--- src/rtl/lb_pkg.sv ---
// Shared types and constants for the AXI-Lite to local-bus master.
package lb_pkg;

  typedef enum logic [1:0] {
    IDLE    = 2'd0,
    WR_RESP = 2'd1,
    RD_WAIT = 2'd2,
    RD_RESP = 2'd3
  } lb_state_t;

  localparam logic [1:0]  OKAY      = 2'b00;
  localparam logic [1:0]  SLVERR    = 2'b10;
  localparam logic [31:0] LB_RD_ERR = 32'hdeadbeef;

  function automatic logic [1:0] wr_resp(input logic strb_full);
    return strb_full ? OKAY : SLVERR;
  endfunction

endpackage

--- src/rtl/lb_delay_line.sv ---
// Delay lines for the local-bus read strobe, last flag and read address.
module lb_delay_line #(
  parameter int ADDR_WIDTH = 24,
  parameter int DEPTH      = 16
) (
  input  logic                        clk,
  input  logic                        rst,
  input  logic                        rden,
  input  logic                        rdenlast,
  input  logic [ADDR_WIDTH-1:0]       raddr,
  output logic [DEPTH-1:0]            rden_dly,
  output logic [DEPTH-1:0]            rdenlast_dly,
  output logic [DEPTH*ADDR_WIDTH-1:0] raddr_dly
);

  logic [DEPTH-1:1]            rden_sr;
  logic [DEPTH-1:1]            last_sr;
  logic [DEPTH*ADDR_WIDTH-1:0] addr_sr;

  // Strobe slots start at zero delay; address slot j lags by j+1 cycles.
  always_ff @(posedge clk or posedge rst) begin
    if (rst) begin
      rden_sr <= '0;
      last_sr <= '0;
      addr_sr <= '0;
    end else begin
      rden_sr <= {rden_sr[DEPTH-2:1], rden};
      last_sr <= {last_sr[DEPTH-2:1], rdenlast};
      addr_sr <= {addr_sr[(DEPTH-1)*ADDR_WIDTH-1:0], raddr};
    end
  end

  assign rden_dly     = {rden_sr, rden};
  assign rdenlast_dly = {last_sr, rdenlast};
  assign raddr_dly    = addr_sr;

endmodule

--- src/rtl/axil_lb_master.sv ---
// AXI-Lite slave that turns single transactions into local-bus strobes,
// one transaction outstanding, with read timeout and R/W round-robin.
module axil_lb_master
  import lb_pkg::*;
#(
  parameter int DATA_WIDTH = 32,
  parameter int ADDR_WIDTH = 24,
  parameter int TIMEOUT    = 31
) (
  input  logic                     clk,
  input  logic                     rst,
  input  logic [ADDR_WIDTH+1:0]    s_axi_awaddr,
  input  logic                     s_axi_awvalid,
  output logic                     s_axi_awready,
  input  logic [DATA_WIDTH-1:0]    s_axi_wdata,
  input  logic [DATA_WIDTH/8-1:0]  s_axi_wstrb,
  input  logic                     s_axi_wvalid,
  output logic                     s_axi_wready,
  output logic [1:0]               s_axi_bresp,
  output logic                     s_axi_bvalid,
  input  logic                     s_axi_bready,
  input  logic [ADDR_WIDTH+1:0]    s_axi_araddr,
  input  logic                     s_axi_arvalid,
  output logic                     s_axi_arready,
  output logic [DATA_WIDTH-1:0]    s_axi_rdata,
  output logic [1:0]               s_axi_rresp,
  output logic                     s_axi_rvalid,
  input  logic                     s_axi_rready,
  output logic                     lb_wren,
  output logic [ADDR_WIDTH-1:0]    lb_waddr,
  output logic [DATA_WIDTH-1:0]    lb_wdata,
  output logic                     lb_rden,
  output logic [ADDR_WIDTH-1:0]    lb_raddr,
  output logic [15:0]              lb_rden16,
  output logic [15:0]              lb_rdenlast16,
  output logic [16*ADDR_WIDTH-1:0] lb_raddr16,
  input  logic [DATA_WIDTH-1:0]    lb_rdata,
  input  logic                     lb_rvalid,
  input  logic                     lb_rvalidlast
);

  localparam int CNT_W = $clog2(TIMEOUT + 1);

  lb_state_t               state, state_next;
  logic                    aw_latched, w_latched, last_was_read;
  logic [ADDR_WIDTH-1:0]   awaddr_r;
  logic [DATA_WIDTH-1:0]   wdata_r;
  logic [DATA_WIDTH/8-1:0] wstrb_r;
  logic [CNT_W-1:0]        cnt;
  logic aw_hs, w_hs, ar_hs, do_write, rd_start, rd_capture, rd_timeout;
  logic unused_bits;

  assign unused_bits = ^{s_axi_awaddr[1:0], s_axi_araddr[1:0], lb_rvalidlast};

  // A read yields to a same-cycle complete write only when the read went last.
  assign s_axi_awready = (state == IDLE) && !aw_latched;
  assign s_axi_wready  = (state == IDLE) && !w_latched;
  assign s_axi_arready = (state == IDLE) && !aw_latched && !w_latched &&
                         !(s_axi_awvalid && s_axi_wvalid && last_was_read);

  assign aw_hs = s_axi_awvalid && s_axi_awready;
  assign w_hs  = s_axi_wvalid && s_axi_wready;
  assign ar_hs = s_axi_arvalid && s_axi_arready;

  always_ff @(posedge clk or posedge rst) begin
    if (rst) state <= IDLE;
    else     state <= state_next;
  end

  always_comb begin
    state_next = state;
    do_write   = 1'b0;
    rd_start   = 1'b0;
    rd_capture = 1'b0;
    rd_timeout = 1'b0;
    case (state)
      IDLE: begin
        if (aw_latched && w_latched) begin
          do_write   = 1'b1;
          state_next = WR_RESP;
        end else if (ar_hs) begin
          rd_start   = 1'b1;
          state_next = RD_WAIT;
        end else begin
          state_next = IDLE;
        end
      end
      WR_RESP: state_next = s_axi_bready ? IDLE : WR_RESP;
      RD_WAIT: begin
        if (lb_rvalid) begin
          rd_capture = 1'b1;
          state_next = RD_RESP;
        end else if (cnt == CNT_W'(TIMEOUT)) begin
          rd_timeout = 1'b1;
          state_next = RD_RESP;
        end else begin
          state_next = RD_WAIT;
        end
      end
      RD_RESP: state_next = s_axi_rready ? IDLE : RD_RESP;
      default: state_next = IDLE;
    endcase
  end

  always_ff @(posedge clk or posedge rst) begin
    if (rst) begin
      aw_latched    <= 1'b0;
      w_latched     <= 1'b0;
      awaddr_r      <= '0;
      wdata_r       <= '0;
      wstrb_r       <= '0;
      last_was_read <= 1'b0;
      cnt           <= '0;
      lb_wren       <= 1'b0;
      lb_waddr      <= '0;
      lb_wdata      <= '0;
      lb_rden       <= 1'b0;
      lb_raddr      <= '0;
      s_axi_bvalid  <= 1'b0;
      s_axi_bresp   <= 2'b00;
      s_axi_rvalid  <= 1'b0;
      s_axi_rresp   <= 2'b00;
      s_axi_rdata   <= '0;
    end else begin
      lb_wren <= 1'b0;
      lb_rden <= 1'b0;
      if (aw_hs) begin
        aw_latched <= 1'b1;
        awaddr_r   <= s_axi_awaddr[ADDR_WIDTH+1:2];
      end
      if (w_hs) begin
        w_latched <= 1'b1;
        wdata_r   <= s_axi_wdata;
        wstrb_r   <= s_axi_wstrb;
      end
      // Partial strobes are refused outright: no local-bus write at all.
      if (do_write) begin
        if (&wstrb_r) begin
          lb_wren  <= 1'b1;
          lb_waddr <= awaddr_r;
          lb_wdata <= wdata_r;
        end
        s_axi_bresp   <= wr_resp(&wstrb_r);
        s_axi_bvalid  <= 1'b1;
        last_was_read <= 1'b0;
      end
      if (state == WR_RESP && s_axi_bready) begin
        s_axi_bvalid <= 1'b0;
        aw_latched   <= 1'b0;
        w_latched    <= 1'b0;
      end
      if (rd_start) begin
        lb_rden       <= 1'b1;
        lb_raddr      <= s_axi_araddr[ADDR_WIDTH+1:2];
        cnt           <= '0;
        last_was_read <= 1'b1;
      end
      if (state == RD_WAIT && !rd_capture && !rd_timeout) cnt <= cnt + CNT_W'(1);
      if (rd_capture) begin
        s_axi_rdata  <= lb_rdata;
        s_axi_rresp  <= OKAY;
        s_axi_rvalid <= 1'b1;
      end
      if (rd_timeout) begin
        s_axi_rdata  <= DATA_WIDTH'(LB_RD_ERR);
        s_axi_rresp  <= SLVERR;
        s_axi_rvalid <= 1'b1;
      end
      if (state == RD_RESP && s_axi_rready) s_axi_rvalid <= 1'b0;
    end
  end

  lb_delay_line #(.ADDR_WIDTH(ADDR_WIDTH), .DEPTH(16)) u_delay (
    .clk          (clk),
    .rst          (rst),
    .rden         (lb_rden),
    .rdenlast     (lb_rden),
    .raddr        (lb_raddr),
    .rden_dly     (lb_rden16),
    .rdenlast_dly (lb_rdenlast16),
    .raddr_dly    (lb_raddr16)
  );

endmodule

--- config.mk ---
export PLATFORM = sky130hd
export DESIGN_NAME = axil_lb_master
export DESIGN_NICKNAME = d
export VERILOG_FILES = /design/src/rtl/lb_pkg.sv /design/src/rtl/lb_delay_line.sv /design/src/rtl/axil_lb_master.sv
export SDC_FILE = /design/constraint.sdc
export NUM_CORES = 1
export LEC_CHECK = 0
export CORE_AREA = 3 3 259 261
export CTS_CLUSTER_SIZE = 40
export DETAILED_ROUTE_END_ITERATION = 16
export DIE_AREA = 0 0 262 264
export GPL_ROUTABILITY_DRIVEN = 0
export GPL_TIMING_DRIVEN = 0
export HOLD_SLACK_MARGIN = 0.08
export PLACE_DENSITY = 0.54
export SYNTH_ARGS = -nofsm -noshare
export SYNTH_HDL_FRONTEND = slang
export SYNTH_SLANG_ARGS = --single-unit
--- constraint.sdc ---
create_clock -name clk -period 21 [get_ports clk]
set_input_delay 3.15 -clock clk [delete_from_list [all_inputs] [get_ports clk]]
set_output_delay 3.15 -clock clk [all_outputs]
set_load 0.01 [all_outputs]
# Word-level counts from Yosys, hierarchy flattened
# Index checks and enable logic that the tools add are counted.
# totals
regBits	604
inputBits	129
out_inout_bits	539
wordCells	93
# op_classes
add_sub_neg	1
eq_ne	4
mux	38
n_reduce_logical	29
# ops
cell	n
$mux W32	2
$mux W1	27
$logic_and A1 B1 Y1	14
$mux W2	6
$reduce_bool A2 Y1	6
$mux W5	2
$pmux W2 S4	1
$add A5 B1 Y5 const B	1
$eq A5 B5 Y1 const B	1
$logic_not A1 Y1	5
$reduce_and A5 Y1	1
$eq A2 B2 Y1 const B	2
$reduce_and A4 Y1	1
$reduce_bool A3 Y1	1
$eq A2 B1 Y1 const B	1
$logic_not A2 Y1	1

# Depth between registers and ports, before layout
# Gate-level depths: netlist of run 1.
# depth
depth_word	10
depth_mapped	7
depth_no_buf	6

# Hierarchy
# A second synthesis of run 1 with hierarchy kept.
# unflattened
hier_cells	866
hier_area_um2	17508.0
# by_module_without_submodules
mod	n_inst	cells_each	area_per_inst_um2	seq_area_each_um2
lb_delay_line	1	417	10378.7	10359.9
axil_lb_master	1	449	7129.3	4704.5

# Worst setup path before layout of run 1
# OpenSTA, ideal clock, no wires.
# synth_timing
path_kind	in2out
start	input port s_axi_awvalid
end	output port s_axi_arready
arrival_time_ps	3470
required_ps	17850
path_slack_ps	14380
stages	3
path_buffers	0
path_cell_list	nand3_1 nand2_1 nor2_1
# synth_via
elab_chain_len	4
# synth_rtl
item	line	source
start, declared	axil_lb_master.sv:13	input logic s_axi_awvalid,
$logic_and A1 B1 Y1 (2 in a row)	axil_lb_master.sv:59	!(s_axi_awvalid && s_axi_wvalid && last_was_read);
$logic_not A1 Y1	axil_lb_master.sv:59	
$logic_and A1 B1 Y1	axil_lb_master.sv:58	assign s_axi_arready = (state == IDLE) && !aw_latched && !w_latched &&
end, declared	axil_lb_master.sv:24	output logic s_axi_arready,
# No other way between the ends.

# Final worst setup path of run 1
# Ends and elaborated chain as after synthesis.

==> results.ini, run 1 <==
[clocking]
cts_tree=built
clockBufferDepth=3
post-cts-setup-buffer-count=0
clk_latency_ps=610
postCtsHoldBufs=0
cts_sinks=587
clock-root-buffer=clkbuf_16
cts_resized=0
clk_pin_slew_ps=60
numCtsBuffers=66
htreeDepth=3

[global_route]
grt_max_degree=129
antenna_found_initial=2
grtUsageTotal=0.150
grt_overflow=0
grt_pass1_wl_um=76300
first_global_vias=11000

[pwr]
comb_power_share=0.332
p_int_w=0.00322
power_density_nw_per_um2=169
cellLeakagePower_nw=12.1
p_sw_w=0.00141
p_sw_frac=0.304
p_clk_frac=0.252
ir_worst_vdd_v=0.0000746
pwr-share-seq=0.417

[logic_synthesis]
yosysMostFrequentCell=dfrtp_1
synth_edf_count=0
postSynth.asyncResetShare=1.00
syn_inst=865
synth_cell_types=38
ys_seq_area_frac=0.847
synth_seq_cells=587
yosys-top-cells-area=dfrtp_1 85%, mux2_2 7.8%, mux2_4 1.7%
synth_top_cells_by_count=587 x dfrtp_1, 120 x mux2_2, 27 x buf_4, 24 x o22a_1, 20 x mux2_4
yosys_warnings=0
synth_area_per_cell_sq_um=20.1
syn_area_sq_um=17400
yosys.area.top_type_share=0.847
yosys.area.top_type=dfrtp_1
synth_ff_type=dfrtp_1

[timing]
tightest_slew_ps=854
min_period_over_period=0.364
setup_viol=0
clock_skew_ps=24.2
relSlewSlack=0.430
rsz0062_at_grt=false
hold_violations=0
drv_slew=0
post-route-min-period_ps=7650
tns_ps=0
fmax_mhz=131

[finish]
drive_gt1_frac=0.179
fin_nets=1729
fillCellCount=5810
final_core_util=0.424
syn_to_final_growth_pct=57.9

[die]
fp.dieArea_sq_um=69200
fp.dieH_um=264
rows=93
num_io_pins=668
core_area_sq_um=64700
chipWidth_um=262
start_util=0.268

[drt]
first_iter_violations=453
dr.pass1.iters=4
postRouteAntennaNets=0
vias=10100
drc=0
wirelength_um=52900
vias_per_cell=4.03
avgRoutedWirePerCell_um=21.1

[worst_setup_path]
setup.worst_path.class=primary input to output port
start_kind=primary input
crit_path_end_kind=output port
cp_data_arrival_time_ps=4500
cp_max_fo=3
crit_required_ps=17850

[hold_path]
hold_class=flip-flop to flip-flop

[outcome]
outcome=finished clean

[place]
portBuffers=660
hpwl_um=40800

[flow_run]
cap_viol_max_count=0

-- final timing paths --
check,startpoint,to,slack [ps],cells after the start
max,s_axi_awvalid,s_axi_arready,13350,5
min in group asynchronous,rst,u_delay.raddr_dly[366],3100,2
max reg2reg,cnt[0],cnt[3],18730,6
max in group asynchronous,rst,cnt[3],16310,4
min,u_delay.raddr_dly[306],u_delay.raddr_dly[330],350,0
min reg2reg,u_delay.raddr_dly[306],u_delay.raddr_dly[330],350,0
-- layer usage --
metal,routed length (um),GRT usage,up-vias
met3,5180,0.0624,84
li1,-,-,4387
met1,19000,0.161,5176
met4,1370,0.0462,0
met5,0,0,-
met2,27300,0.266,433
-- sequential cells by signal (all words and copies together) (netlist names), 5 cells and up --
name and count:
awaddr_r 24, lb_waddr 24, wdata_r 32, lb_raddr 24, s_axi_rdata 32, u_delay.rden_sr 14
u_delay.raddr_dly 384, cnt 5, lb_wdata 32
-- cells in the final DEF, fill, tap and decap left out, drive strengths merged --
cell type        n
conb             2
clkinvlp         2
and3             1
a21o             1
clkdlybuf4s50  660
or2              1
inv             10
diode            2
clkinv          15
nand2           12
ha               2
and4             1
o21a             1
nor2             4
o22ai            2
bufinv           5
nor3             3
buf             44
nor2b            1
o22a            24
a21oi            3
nor3b            3
a22o             8
nand4            1
and4bb           1
nand3            3
dfrtp          587
nand2b           1
mux2           140
clkbuf          94
o21ai            6
and2             4
or4b             1
a311o            3
-- power groups by stage --
stage	Sequential, W	Combinational (W)	Clock [W]
after detailed placement	0.00196	0.00156	0
after global placement	0.00194	0.00156	0
after CTS	0.00194	0.00157	0.00121
final	0.00193	0.00153	0.00117
after floorplan	0.00209	0.000232	0
after global routing	0.00200	0.00161	0.00126
-- logic make-up after synthesis --
logic type      synth area share
flops                      0.847
mux                       0.0952
fa+ha+maj                0.00144
other cells             0.000216
compound gates            0.0221
buf+inv                   0.0211
simple gates              0.0134
-- worst max-delay path, cell delays in order --
cell	delay, ps
clkdlybuf4s50_1	450
nand3_1	140
nand2_1	60
nor2_1	100
clkdlybuf4s50_1	600
-- area by class of cell --
cell class,instances,area [sq um],share of cell area
Buffer,43,340,0.0124
Antenna cell,2,5.00,0.000183
Inverter,7,33.8,0.00123
Multi-Input combinational cell,229,2300,0.0839
Clock inverter,25,404,0.0147
Clock buffer,91,1850,0.0673
Sequential cell,587,14700,0.536
Timing Repair Buffer,664,6720,0.245
Tap cell,855,1070,0.0390
-- metrics by stage --
step	setup WS, ps	total power (W)	cell area, sq um	instances	hold WS, ps
floorplan	1420	0.00232	17400	866	416
global placement	-4900	0.00350	25000	2381	356
detailed placement	13380	0.00352	25100	2385	358
CTS	13360	0.00472	27400	2501	352
global route	13280	0.00486	27400	2502	368
finish	13350	0.00463	27400	2503	352
(Power assumes the default switching activity.)
==> run 2: changes to the inputs <==
--- a/config.mk
+++ b/config.mk
@@ -5,14 +5,14 @@
 export SDC_FILE = /design/constraint.sdc
 export NUM_CORES = 1
 export LEC_CHECK = 0
-export CORE_AREA = 3 3 259 261
+export CORE_AREA = 3 3 256 258
 export CTS_CLUSTER_SIZE = 40
 export DETAILED_ROUTE_END_ITERATION = 16
-export DIE_AREA = 0 0 262 264
+export DIE_AREA = 0 0 259 261
 export GPL_ROUTABILITY_DRIVEN = 0
 export GPL_TIMING_DRIVEN = 0
 export HOLD_SLACK_MARGIN = 0.08
-export PLACE_DENSITY = 0.54
+export PLACE_DENSITY = 0.57
 export SYNTH_ARGS = -nofsm -noshare
 export SYNTH_HDL_FRONTEND = slang
 export SYNTH_SLANG_ARGS = --single-unit
==> constraint.sdc (replaced) <==
create_clock -name clk -period 6.88 [get_ports clk]
set_input_delay 1.032 -clock clk [delete_from_list [all_inputs] [get_ports clk]]
set_output_delay 1.032 -clock clk [all_outputs]
set_load 0.01 [all_outputs]
==> results.ini, run 2 (synthesized netlist as in run 1, its figures left out) <==
[outcome]
outcome=finished clean

[place]
portBuffers=660  ; unchanged
hpwl_um=41100  ; +0.64%
dp_cells=2387  ; +0.084%
post-place-ws_ps=3350  ; -10030 ps

[pwr]
cellLeakagePower_nw=12.1  ; about the same
ir_worst_vdd_v=0.000234  ; +210%
power_density_nw_per_um2=508  ; +200%

[worst_setup_path]
path_cells=clkdlybuf4s50_1 > nand3_1 > nand2_1 > nor2_1 > clkdlybuf4s50_1
r2r_cells=6  ; unchanged
crit_path_end_kind=output port
reg2reg_setup_slack_ps=4630  ; -14100 ps
critPathTopFamily=buffers and inverters
cp_data_arrival_time_ps=2370  ; -2130 ps
timing.rr.start=cnt[0]
cp_common_cell=clkdlybuf4s50_1
reg2reg_to=cnt[2]
start_kind=primary input
cp_num_buf_inv=2  ; unchanged
crit_slowest_cell=clkdlybuf4s50_1
crit_required_ps=5850  ; -12000 ps
setup.worst_path.class=primary input to output port
cp_max_fo=3  ; unchanged
max_stage_delay_ps=580  ; -20 ps

[timing]
relSlewSlack=0.438  ; +0.00782
setup_viol=0  ; unchanged
min_period_over_period=0.494
clock_skew_ps=39.7  ; +15.5 ps
tightest_slew_ps=837  ; -17.3 ps
drv_slew=0  ; unchanged
rsz0062_at_grt=false
worst_hold_slack_ps=333  ; -19.6 ps
layout_setup_ws_ps=3480  ; -9870 ps
hold_violations=0  ; unchanged
fmax_mhz=294
post-route-min-period_ps=3400

[global_route]
grt_pass1_wl_um=75100  ; -1.6%
antenna_found_initial=3  ; +1
grtUsageTotal=0.150  ; +0.000452
grt_overflow=0  ; unchanged
grt_max_degree=45  ; -65%
first_global_vias=10900  ; -0.73%

[drt]
postRouteAntennaNets=0  ; unchanged
dr.pass1.iters=4  ; unchanged
wirelength_um=52300  ; -1.0%
avgRoutedWirePerCell_um=20.9  ; -0.83%
vias_per_cell=4.04  ; +0.34%
drc=0  ; unchanged
vias=10100  ; +0.14%
first_iter_violations=490  ; +8.2%

[die]
num_io_pins=668  ; unchanged
chipWidth_um=259  ; -1.1%
fp.dieArea_sq_um=67600  ; -2.3%
start_util=0.275  ; +0.00637
fp.dieH_um=261  ; -1.1%
core_area_sq_um=63200  ; -2.3%
rows=92  ; -1.1%

[clocking]
cts_tree=built
postCtsHoldBufs=0  ; unchanged
clockBufferDepth=3  ; unchanged
cts_resized=0  ; unchanged
clock-root-buffer=clkbuf_16
post-cts-setup-buffer-count=0  ; unchanged
clk_latency_ps=630  ; +20 ps
htreeDepth=2  ; -1
cts_sinks=587  ; unchanged
clk_pin_slew_ps=60  ; about the same
numCtsBuffers=60  ; -9.1%

[hold_path]
whs_path_depth=0  ; unchanged
hold_class=flip-flop to flip-flop
hp-start=u_delay.raddr_dly[119]
hold_path_end=u_delay.raddr_dly[143]

[finish]
layout_commonest_cell=clkdlybuf4s50_1
final_cells=2498  ; -0.20%
syn_to_final_growth_pct=58.0  ; about the same
layout_common_cells=660 x clkdlybuf4s50_1, 587 x dfrtp_1, 120 x mux2_2
largest_register_ffs=384  ; unchanged
fin_nets=1734  ; +0.29%
fillCellCount=5531  ; -4.8%
drive_gt1_frac=0.180  ; +0.00149

[flow_run]
cap_viol_max_count=0  ; unchanged

==> run 2: cell count changes in the layout (fill, tap and decap cells not counted), moves of 2 or more <==
cell       change
buf_12        +15
clkbuf_16      -6
buf_16         -4
clkbuf_8       +4
inv_16         -2
==> run 2: area by class of cell <==
class,instances,area (sq um),share of cell area
inverters,7,30.0,0.00110
well taps,846,1060,0.0386
multi-input cells,229,2300,0.0839
plain buffers,43,340,0.0124
clock inverters,19,328,0.0120
repair buffers,675,6910,0.252
clock buffers,89,1750,0.0639
flip-flops and latches,587,14700,0.536
diodes,3,7.51,0.000274
==> run 2: worst max-delay path by stage <==
stage | start | end | slack, ps | depth (start not counted)
after global routing | s_axi_awvalid | s_axi_arready | 3400 | 5
after CTS | s_axi_awvalid | s_axi_arready | 3470 | 5
final | s_axi_wvalid | s_axi_arready | 3480 | 5
after floorplan | rst | aw_latched | -2150 | 1
after detailed placement | rst | awaddr_r[12] | 3350 | 8
after global placement | rst | lb_waddr[14] | -5500 | 2
==> run 2: where the power goes <==
group | switching, W | leakage (nW) | total (W) | internal (W)
combinational | 0.00191 | 3.70 | 0.00467 | 0.00276
sequential | 0.000936 | 7.37 | 0.00592 | 0.00498
clock | 0.00135 | 1.02 | 0.00334 | 0.00199
total | 0.00420 | 12.1 | 0.0139 | 0.00973
==> run 2: metrics by stage <==
stage	utilization	power [W]	setup TNS [ps]	instance area, sq um
2_1_floorplan	-	0.00709	-1264040	17400
3_3_place_gp	0.396	0.0107	-3162520	25000
3_5_place_dp	0.401	0.0107	0	25300
4_1_cts	0.434	0.0142	0	27400
5_1_grt	0.434	0.0146	0	27400
6_report	0.434	0.0139	0	27400
==> run 2: per-layer routing <==
metal | share of wire | GRT usage | vias up | wire length [um]
met2 | 0.52 | 0.268 | 440 | 27100
li1 | - | - | 4393 | -
met5 | 0 | 0 | - | 0
met4 | 0.033 | 0.0565 | 0 | 1730
met3 | 0.085 | 0.0469 | 92 | 4420
met1 | 0.36 | 0.169 | 5169 | 19000
==> run 3: changes to the inputs <==
==> constraint.sdc (replaced) <==
create_clock -name clk -period 2.8 [get_ports clk]
set_input_delay 0.42 -clock clk [delete_from_list [all_inputs] [get_ports clk]]
set_output_delay 0.42 -clock clk [all_outputs]
set_load 0.01 [all_outputs]
==> results of run 3 <==
Same layout as run 2 (identical final DEF). Status: finished clean.
Main changes from that run: setup slack after placement 3350 ps -> -118 ps; setup slack after layout 3480 ps -> 193 ps; hold slack 333 ps -> 219 ps; start point of the critical path s_axi_wvalid -> state[1]; register-to-register setup slack 4630 ps -> 550 ps; total power 0.0139 W -> 0.0342 W; worst IR drop on VDD 0.000234 V -> 0.000574 V
